`src/rtl/systolic_skew_feeder.sv`:
```
// systolic_skew_feeder: loads matrices A (N x K) and B (K x N) and feeds them
// skewed into an N x N systolic array. It clears the accumulators, primes the
// valids and streams for K+N steps. It then waits for the array to finish and
// captures the result.
// Optional build macro FEEDER_TIMEOUT_EN adds a DRAIN watchdog. When the
// array stays silent for TIMEOUT cycles, the watchdog pulses error and
// returns to IDLE.
// Every output is a register. Each output register is loaded with the value
// that belongs to the state being entered, so an output changes in the same
// cycle as the state it describes.
module systolic_skew_feeder #(
  parameter int N       = 4,
  parameter int DW      = 8,
  parameter int K       = 4,
  parameter int CW      = 16,
  parameter int TIMEOUT = 64
) (
  input  logic                  clk,
  input  logic                  rst,
  input  logic                  start,
  input  logic [N*K*DW-1:0]     a_mat_flat,
  input  logic [K*N*DW-1:0]     b_mat_flat,
  output logic                  clr,
  output logic [N*DW-1:0]       a_left_flat,
  output logic [N-1:0]          a_v_row_flat,
  output logic [N*DW-1:0]       b_top_flat,
  output logic [N-1:0]          b_v_col_flat,
  input  logic                  array_done,
  input  logic [N*N*CW-1:0]     array_c_flat,
  output logic [N*N*CW-1:0]     c_out_flat,
  output logic                  busy,
  output logic                  result_valid,
  output logic                  error
);

  typedef enum logic [2:0] {
    IDLE    = 3'd0,
    CLEAR   = 3'd1,
    PRIME   = 3'd2,
    STREAM  = 3'd3,
    DRAIN   = 3'd4,
    CAPTURE = 3'd5
  } state_t;

  // The step counter only has to reach K+N-1.
  localparam int STEPS = K + N;
  localparam int TW    = $clog2(STEPS);

  state_t              state_reg, state_next;
  logic [TW-1:0]       t_reg, t_next;
  logic [N*K*DW-1:0]   a_lat_reg;
  logic [K*N*DW-1:0]   b_lat_reg;
  logic                capture_go;

  logic                clr_reg, clr_next;
  logic [N*DW-1:0]     a_left_reg, a_left_next;
  logic [N*DW-1:0]     b_top_reg, b_top_next;
  logic [N-1:0]        valid_reg, valid_next;
  logic [N*N*CW-1:0]   c_out_reg;
  logic                busy_reg, busy_next;
  logic                result_valid_reg;

`ifdef FEEDER_TIMEOUT_EN
  localparam int WW = $clog2(TIMEOUT + 1);
  logic [WW-1:0]       wd_reg, wd_next;
  logic                error_reg, error_next;
`endif

  // Next-state logic: walk the job sequence and advance the step counter in STREAM.
  always_comb begin
    state_next = state_reg;
    t_next     = t_reg;
    capture_go = 1'b0;
`ifdef FEEDER_TIMEOUT_EN
    wd_next    = wd_reg;
    error_next = 1'b0;
`endif
    case (state_reg)
      IDLE:    if (start) state_next = CLEAR;
      CLEAR:   state_next = PRIME;
      PRIME: begin
        state_next = STREAM;
        t_next     = '0;
      end
      STREAM: begin
        if (t_reg == TW'(STEPS - 1)) begin
          state_next = DRAIN;
          t_next     = '0;
`ifdef FEEDER_TIMEOUT_EN
          wd_next    = '0;
`endif
        end else begin
          t_next = t_reg + 1'b1;
        end
      end
      DRAIN: begin
        if (array_done) begin
          state_next = CAPTURE;
          capture_go = 1'b1;
`ifdef FEEDER_TIMEOUT_EN
        end else if (wd_reg == WW'(TIMEOUT - 1)) begin
          // The array never answered: abandon the job and keep the old result.
          state_next = IDLE;
          error_next = 1'b1;
          wd_next    = '0;
        end else begin
          wd_next = wd_reg + 1'b1;
`endif
        end
      end
      CAPTURE: state_next = IDLE;
      default: state_next = IDLE;
    endcase
  end

  // Output values for the state being entered, including the skewed operand selection.
  always_comb begin
    clr_next    = (state_next == CLEAR);
    busy_next   = (state_next != IDLE);
    valid_next  = (state_next == PRIME || state_next == STREAM) ? '1 : '0;
    a_left_next = '0;
    b_top_next  = '0;
    if (state_next == STREAM) begin
      for (int i = 0; i < N; i++) begin
        // Row i lags row 0 by i steps and shows A[i][t-i] while that index is valid.
        if (int'(t_next) >= i && int'(t_next) < i + K)
          a_left_next[i*DW +: DW] = a_lat_reg[(i*K + int'(t_next) - i)*DW +: DW];
        // Column i lags column 0 by i steps and shows B[t-i][i] while that index is valid.
        if (int'(t_next) >= i && int'(t_next) < i + K)
          b_top_next[i*DW +: DW] = b_lat_reg[((int'(t_next) - i)*N + i)*DW +: DW];
      end
    end
  end

  // State, operand latches and registered outputs; reset wins over everything.
  always_ff @(posedge clk) begin
    if (rst) begin
      state_reg        <= IDLE;
      t_reg            <= '0;
      a_lat_reg        <= '0;
      b_lat_reg        <= '0;
      clr_reg          <= 1'b0;
      a_left_reg       <= '0;
      b_top_reg        <= '0;
      valid_reg        <= '0;
      c_out_reg        <= '0;
      busy_reg         <= 1'b0;
      result_valid_reg <= 1'b0;
`ifdef FEEDER_TIMEOUT_EN
      wd_reg           <= '0;
      error_reg        <= 1'b0;
`endif
    end else begin
      state_reg        <= state_next;
      t_reg            <= t_next;
      clr_reg          <= clr_next;
      a_left_reg       <= a_left_next;
      b_top_reg        <= b_top_next;
      valid_reg        <= valid_next;
      busy_reg         <= busy_next;
      result_valid_reg <= capture_go;
`ifdef FEEDER_TIMEOUT_EN
      wd_reg           <= wd_next;
      error_reg        <= error_next;
`endif
      // Private copies keep the running job immune to input changes.
      if (state_reg == IDLE && start) begin
        a_lat_reg <= a_mat_flat;
        b_lat_reg <= b_mat_flat;
      end
      if (capture_go)
        c_out_reg <= array_c_flat;
    end
  end

  assign clr          = clr_reg;
  assign a_left_flat  = a_left_reg;
  assign b_top_flat   = b_top_reg;
  assign a_v_row_flat = valid_reg;
  assign b_v_col_flat = valid_reg;
  assign c_out_flat   = c_out_reg;
  assign busy         = busy_reg;
  assign result_valid = result_valid_reg;
`ifdef FEEDER_TIMEOUT_EN
  assign error        = error_reg;
`else
  assign error        = 1'b0;
`endif

endmodule

```
`config.mk`:
```
export PLATFORM = sky130hd
export DESIGN_NAME = systolic_skew_feeder
export DESIGN_NICKNAME = d
export VERILOG_FILES = /design/src/rtl/systolic_skew_feeder.sv
export SDC_FILE = /design/constraint.sdc
export NUM_CORES = 1
export LEC_CHECK = 0
export CORE_AREA = 8 8 320 322
export DETAILED_ROUTE_END_ITERATION = 8
export DIE_AREA = 0 0 328 330
export GPL_TIMING_DRIVEN = 0
export HOLD_SLACK_MARGIN = 0.05
export REMOVE_ABC_BUFFERS = 1
export SYNTH_ARGS = -nofsm -noshare
export SYNTH_HDL_FRONTEND = slang
export SYNTH_SLANG_ARGS = --single-unit
export TNS_END_PERCENT = 10
```
`constraint.sdc`:
```
create_clock -name clk -period 4.07 [get_ports clk]
set_input_delay 1.0175 -clock clk [delete_from_list [all_inputs] [get_ports clk]]
set_output_delay 1.0175 -clock clk [all_outputs]
set_load 0.01 [all_outputs]
```
---- Yosys cells after proc, flatten, opt, wreduce, memory -nomap -nowiden ----
Cells that the tools add are included.
word-level totals
  register bits ........................... 589
  input port bits ......................... 516
  output and inout bits ................... 332
cells by class
  add/subtract/negate cells ............... 13
  magnitude comparators ................... 7
  equality and inequality tests ........... 8
  shifts and indexed selects .............. 8
  mux-type cells .......................... 9
  bitwise operators ....................... 5
  reductions and logical operators ........ 11
operators by type and width
  cell                                                               count
  indexed part select 128 x 10 -> 8 bit                              3
  indexed part select 128 x 9 -> 8 bit                               3
  indexed part select 128 x 7 -> 8 bit                               1
  indexed part select 128 x 8 -> 8 bit                               1
  one-hot mux 3 bit (5 select lines)                                 1
  adder 6 x 3 -> 7 bit, second input constant                        2
  == test 3 x 2 -> 1 bit, second input constant                      4
  less-than comparator 3 bit, second input constant                  4
  two-way mux 3 bit                                                  4
  OR reduction 3 bit                                                 4
  subtractor 5 x 2 -> 6 bit, second input constant                   2
  adder 4 x 3 -> 5 bit, first input constant                         2
  subtractor 3 x 2 -> 4 bit, second input constant                   2
  adder 6 x 2 -> 7 bit, second input constant                        1
  == test 3 x 1 -> 1 bit, second input constant                      2
  == test 3 bit, second input constant                               2
  greater-or-equal comparator 3 x 2 -> 1 bit, second input constant  2
  one-hot mux 3 bit (2 select lines)                                 1
  NOT 1 bit                                                          5
  subtractor 4 x 1 -> 5 bit, second input constant                   1
  adder 3 x 3 -> 4 bit, first input constant                         1
  logical AND 1 bit                                                  4
  two-way mux 4 bit                                                  1
  subtractor 3 x 1 -> 4 bit, second input constant                   1
  other kinds (6)                                                    7

---- Depth between registers and ports, before layout ----
  depth in word-level cells ............... 7
  depth in mapped cells ................... 14
  depth with buffers taken out ............ 11

---- Worst setup path after synthesis ----
No wires, ideal clock.
  kind .................................... register to register
  start ................................... register t_reg[1]
  end ..................................... register a_left_reg[24] (netlist: a_left_flat[24])
  setup time .............................. 0.124 ns
  data arrival time ....................... 3.321 ns
  slack ................................... 0.625 ns
  cell stages (with the launch flop) ...... 15
  period minus slack after synthesis ...... 3.445 ns
  cell sequence ........................... dfxtp_1 -> ha_1 -> ha_1 -> nor2_1 -> a22oi_4 -> inv_2 -> buf_2 -> buf_2 -> ha_1 -> buf_2 -> clkbuf_1 -> clkbuf_1 -> mux4_2 -> mux2i_1 -> nor2_1
on the way
  word-level cells in the longest chain between the ends .. 7
RTL lines
  element                                                            RTL line  text
  start, declared                                                    50        logic [TW-1:0] t_reg, t_next;
  start signal, assigned                                             155       t_reg <= t_next;
  branches (longest 7 deep; another with subtractor 5 x 2 -> 6 bit)  -
  end signal, assigned                                               157       a_left_reg <= a_left_next;
  end, declared                                                      56        logic [N*DW-1:0] a_left_reg, a_left_next;
Several ways; the timed one is not identified.
A chain may end at the register's enable or synchronous reset.

---- Worst setup path after layout ----
  start ................................... register t_reg[0]
  end ..................................... register b_top_reg[9] (netlist: b_top_flat[9])
on the way
  word-level cells in the longest chain between the ends .. 7
RTL lines
  element                                                       RTL line  text
  branches (longest 7 deep; another with adder 6 x 2 -> 7 bit)  -
  end signal, assigned                                          158       b_top_reg <= b_top_next;
  end, declared                                                 57        logic [N*DW-1:0] b_top_reg, b_top_next;
Several ways; the timed one is not identified.

==> flow_metrics.tcl <==
set metrics [dict create \
    route.top_layer_used "met5" \
    totalNegativeSetupSlack_ps 0 \
    cts.htree.levels 3 \
    syn-mean-instance-area_um2 7.987 \
    cts.path.max_buffers 3 \
    path_buf_inv 1 \
    synth_area_leaders "sky130_fd_sc_hd__dfxtp_1 (53%), sky130_fd_sc_hd__nand2_1 (20%), sky130_fd_sc_hd__a21oi_1 (12%)" \
    crit_path_top_delay_cell "sky130_fd_sc_hd__nor3b_2" \
    postPlaceCellArea_mm2 0.03225 \
    max_slew.worst_pin.slew_ps 1447 \
    synth-main-ff-cell "sky130_fd_sc_hd__dfxtp_1" \
    path_common_cell "sky130_fd_sc_hd__ha_1" \
    path_max_fanout 17 \
    final.period_utilization_pct 92.40 \
    worst-endpoint-required_ps 4620 \
    final_hold_viol_count 0 \
    finalInstanceArea_mm2 0.03471 \
    largest_register_ff_count 256 \
    crit_path_cell_trace "ha_1 > nand2b_1 > o2111ai_1 > nand2_1 > inv_2 > ha_1 > nor3b_2 > and3_1" \
    antenna_left 0 \
    power_leakage_nw 11.96 \
    met2RoutedLength_um 49580 \
    grt_setup_unrepaired "false" \
    layout.cells.non_filler 4903 \
    seq_area_frac_synth_pct 53.04 \
    layout_commonest_cell "sky130_fd_sc_hd__nand2_1" \
    crit_path_start_kind "register" \
    wirelength_met1_um 38440 \
    hold_path.class "reg2reg" \
    detail_route.iter0.violations 1513 \
    areaGrowthSynthToFinish_pct 56.94 \
    cts_inserted_buffers 72 \
    yosys_warnings 0 \
    drv.max_cap_violation_count 0 \
    die-width_um 328 \
    finalSetupViolCount 0 \
    clkTransAtPathRegs_ps 60 \
    fmaxAchievable_ghz 0.2659 \
    wire_per_inst_um 21.34 \
    timing.slew.headroom_pct 3.560 \
    grt_first_pass_wirelength_um 146700 \
    postRouteWirelength_um 104600 \
    cell_family_with_the_largest_share_of_critical_path_delay "simple AND/OR/NAND/NOR gates" \
    rows 115 \
    synth_area_mm2 0.02212 \
    run_status "finished, final reports clean" \
    tritoncts_clock_tree "done" \
    detailedRoute.firstPassIterationCount 5 \
    max_stage_delay_ps 900 \
    cts_hold_buf 0 \
    place.detailed.hpwl_um 78890 \
    route.vias.total 21950 \
    setup.worst_path.end_class "register" \
    gp_routability_congestion 0.8554 \
    maxSlewViolCount 0 \
    layout_min_cycle_time_ps 3761 \
    post_synth_num_cell_types 58 \
    clock_sink_total 586 \
    worstSetupPathType "reg2reg" \
    port_buffers 846 \
    finClkSkew_ps 18.36 \
    met3_length_um 12030 \
    asyncSetResetFlopFracSynth_pct 0 \
    clock_latency_ps 620 \
    groute.usage.overall_pct 18.23 \
    synth_top_cell_by_area "sky130_fd_sc_hd__dfxtp_1" \
    ctsRootBufferMaster "sky130_fd_sc_hd__clkbuf_16" \
    gr-total-overflow 0 \
    postSynthRegisterBits 586 \
    fillerInstances 10030 \
    final_nets 4053 \
    layout-drive-gt1-share_pct 6.581 \
    crit_arrival_ps 4310 \
    pin_count 848 \
    vias_per_cell 4.476 \
    top_library_cells_by_usage_in_the_layout_fill_and_taps_aside "sky130_fd_sc_hd__nand2_1 (1,159), sky130_fd_sc_hd__clkdlybuf4s50_1 (845), sky130_fd_sc_hd__dfxtp_1 (586)" \
    remaining_drc_errors 0 \
    synth_top_area_share_pct 53.04 \
    placed_cells 4738 \
    core_area_mm2 0.09741 \
    power_per_cell_area_mw_per_mm2 400.9 \
    vdd.ir_drop.worst_v 0.0003076 \
    first_global_vias 21280 \
    start_util_pct 22.70 \
    grt_start_max_net_pins 123 \
    synth-edff-count 0 \
    postSynthCellCount 2769 \
    floorplan.die.height_um 330 \
    antenna_found_initial 61 \
    design.die.area_mm2 0.1082 \
]
logic make-up (layout without fill, tap and decap cells):
kind of cell	count (synthesis)	after routing	share of synthesized area [%]
and+or+nand+nor	1274	1274	22.62
AOI/OAI and AO/OA	615	615	15.47
DFF	586	586	53.04
buffers and inverters	231	1048	4.560
muxes	55	55	3.887
adders and majority gates	7	7	0.3960
other	1	31	0.01696
report_power, final:
group          switching, W  internal, W
logic              0.000733     0.000839
registers          0.000111      0.00593
clock network       0.00261      0.00370
routing by layer:
layer	up-vias	global-route usage [%]
met1	10220	19.67
met4	58	7.589
met2	812	30.38
met5	-	0
met3	214	8.909
li1	10650	-
metrics by stage:
step	util [%]	total power (W)	hold WS (ps)	setup WS [ps]
4_1_cts	35.53	0.01413	453.3	2.184
2_1_floorplan	-	0.006815	425.7	-10630
5_1_grt	35.55	0.01450	461.9	153.2
3_5_place_dp	33.11	0.007737	445.6	-1131
6_report	35.63	0.01391	450.9	309.1
3_3_place_gp	32.06	0.007871	440.4	-27010
worst register-to-register path, delay by kind of cell, from the launching register on:
kind,cells,cell delay [ps]
AO/OA/AOI/OAI,1,110
adder cells (fa/ha/maj),2,1220
buffers and inverters,1,210
flip-flops,1,570
AND/OR/NAND/NOR,4,1610
cell type report:
cell class	instances	area, um2	area share [%]
Clock buffer	105	2087	6.013
Antenna cell	30	75.07	0.2163
Timing Repair Buffer	907	9494	27.35
Multi-Input combinational cell	1952	9445	27.21
Inverter	11	46.29	0.1334
Tap cell	1287	1610	4.639
Clock inverter	25	220.2	0.6344
Sequential cell	586	11730	33.80
synthesized netlist by cell type (4+ instances only):
cell,instances
sky130_fd_sc_hd__a211oi_1,5
sky130_fd_sc_hd__a21oi_1,536
sky130_fd_sc_hd__a22oi_1,14
sky130_fd_sc_hd__a311oi_1,6
sky130_fd_sc_hd__a311oi_2,9
sky130_fd_sc_hd__and3_1,30
sky130_fd_sc_hd__buf_1,13
sky130_fd_sc_hd__buf_2,47
sky130_fd_sc_hd__buf_4,16
sky130_fd_sc_hd__clkbuf_1,141
sky130_fd_sc_hd__dfxtp_1,586
sky130_fd_sc_hd__ha_1,7
sky130_fd_sc_hd__inv_1,7
sky130_fd_sc_hd__inv_2,4
sky130_fd_sc_hd__mux2i_1,27
sky130_fd_sc_hd__mux4_2,24
sky130_fd_sc_hd__nand2_1,1160
sky130_fd_sc_hd__nand2b_1,4
sky130_fd_sc_hd__nand3_1,24
sky130_fd_sc_hd__nor2_1,25
sky130_fd_sc_hd__nor2b_1,14
sky130_fd_sc_hd__o211ai_1,4
sky130_fd_sc_hd__o21a_1,9
sky130_fd_sc_hd__o22a_1,8
sky130_fd_sc_hd__o22ai_1,4
timing repair:
item | CTS | global route
pin swaps | 2 | 1
endpoints found under the hold margin | 0 | 0
resized for setup | 6 | 1
buffers inserted | 3 | 2
setup endpoints to repair | 33 | 19
worst paths after layout:
kind / to / depth (start not counted) / slack [ps] / startpoint
worst max-delay path: b_top_flat[9]$_SDFF_PP0_ / 8 / 310 / t_reg[0]$_SDFF_PP0_
worst min-delay path: c_out_flat[9]$_SDFFE_PP0P_ / 2 / 450 / c_out_flat[9]$_SDFFE_PP0P_
worst max register to register: b_top_flat[9]$_SDFF_PP0_ / 8 / 310 / t_reg[0]$_SDFF_PP0_
worst min register to register: c_out_flat[9]$_SDFFE_PP0P_ / 2 / 450 / c_out_flat[9]$_SDFFE_PP0P_
(Power assumes the default switching activity.)
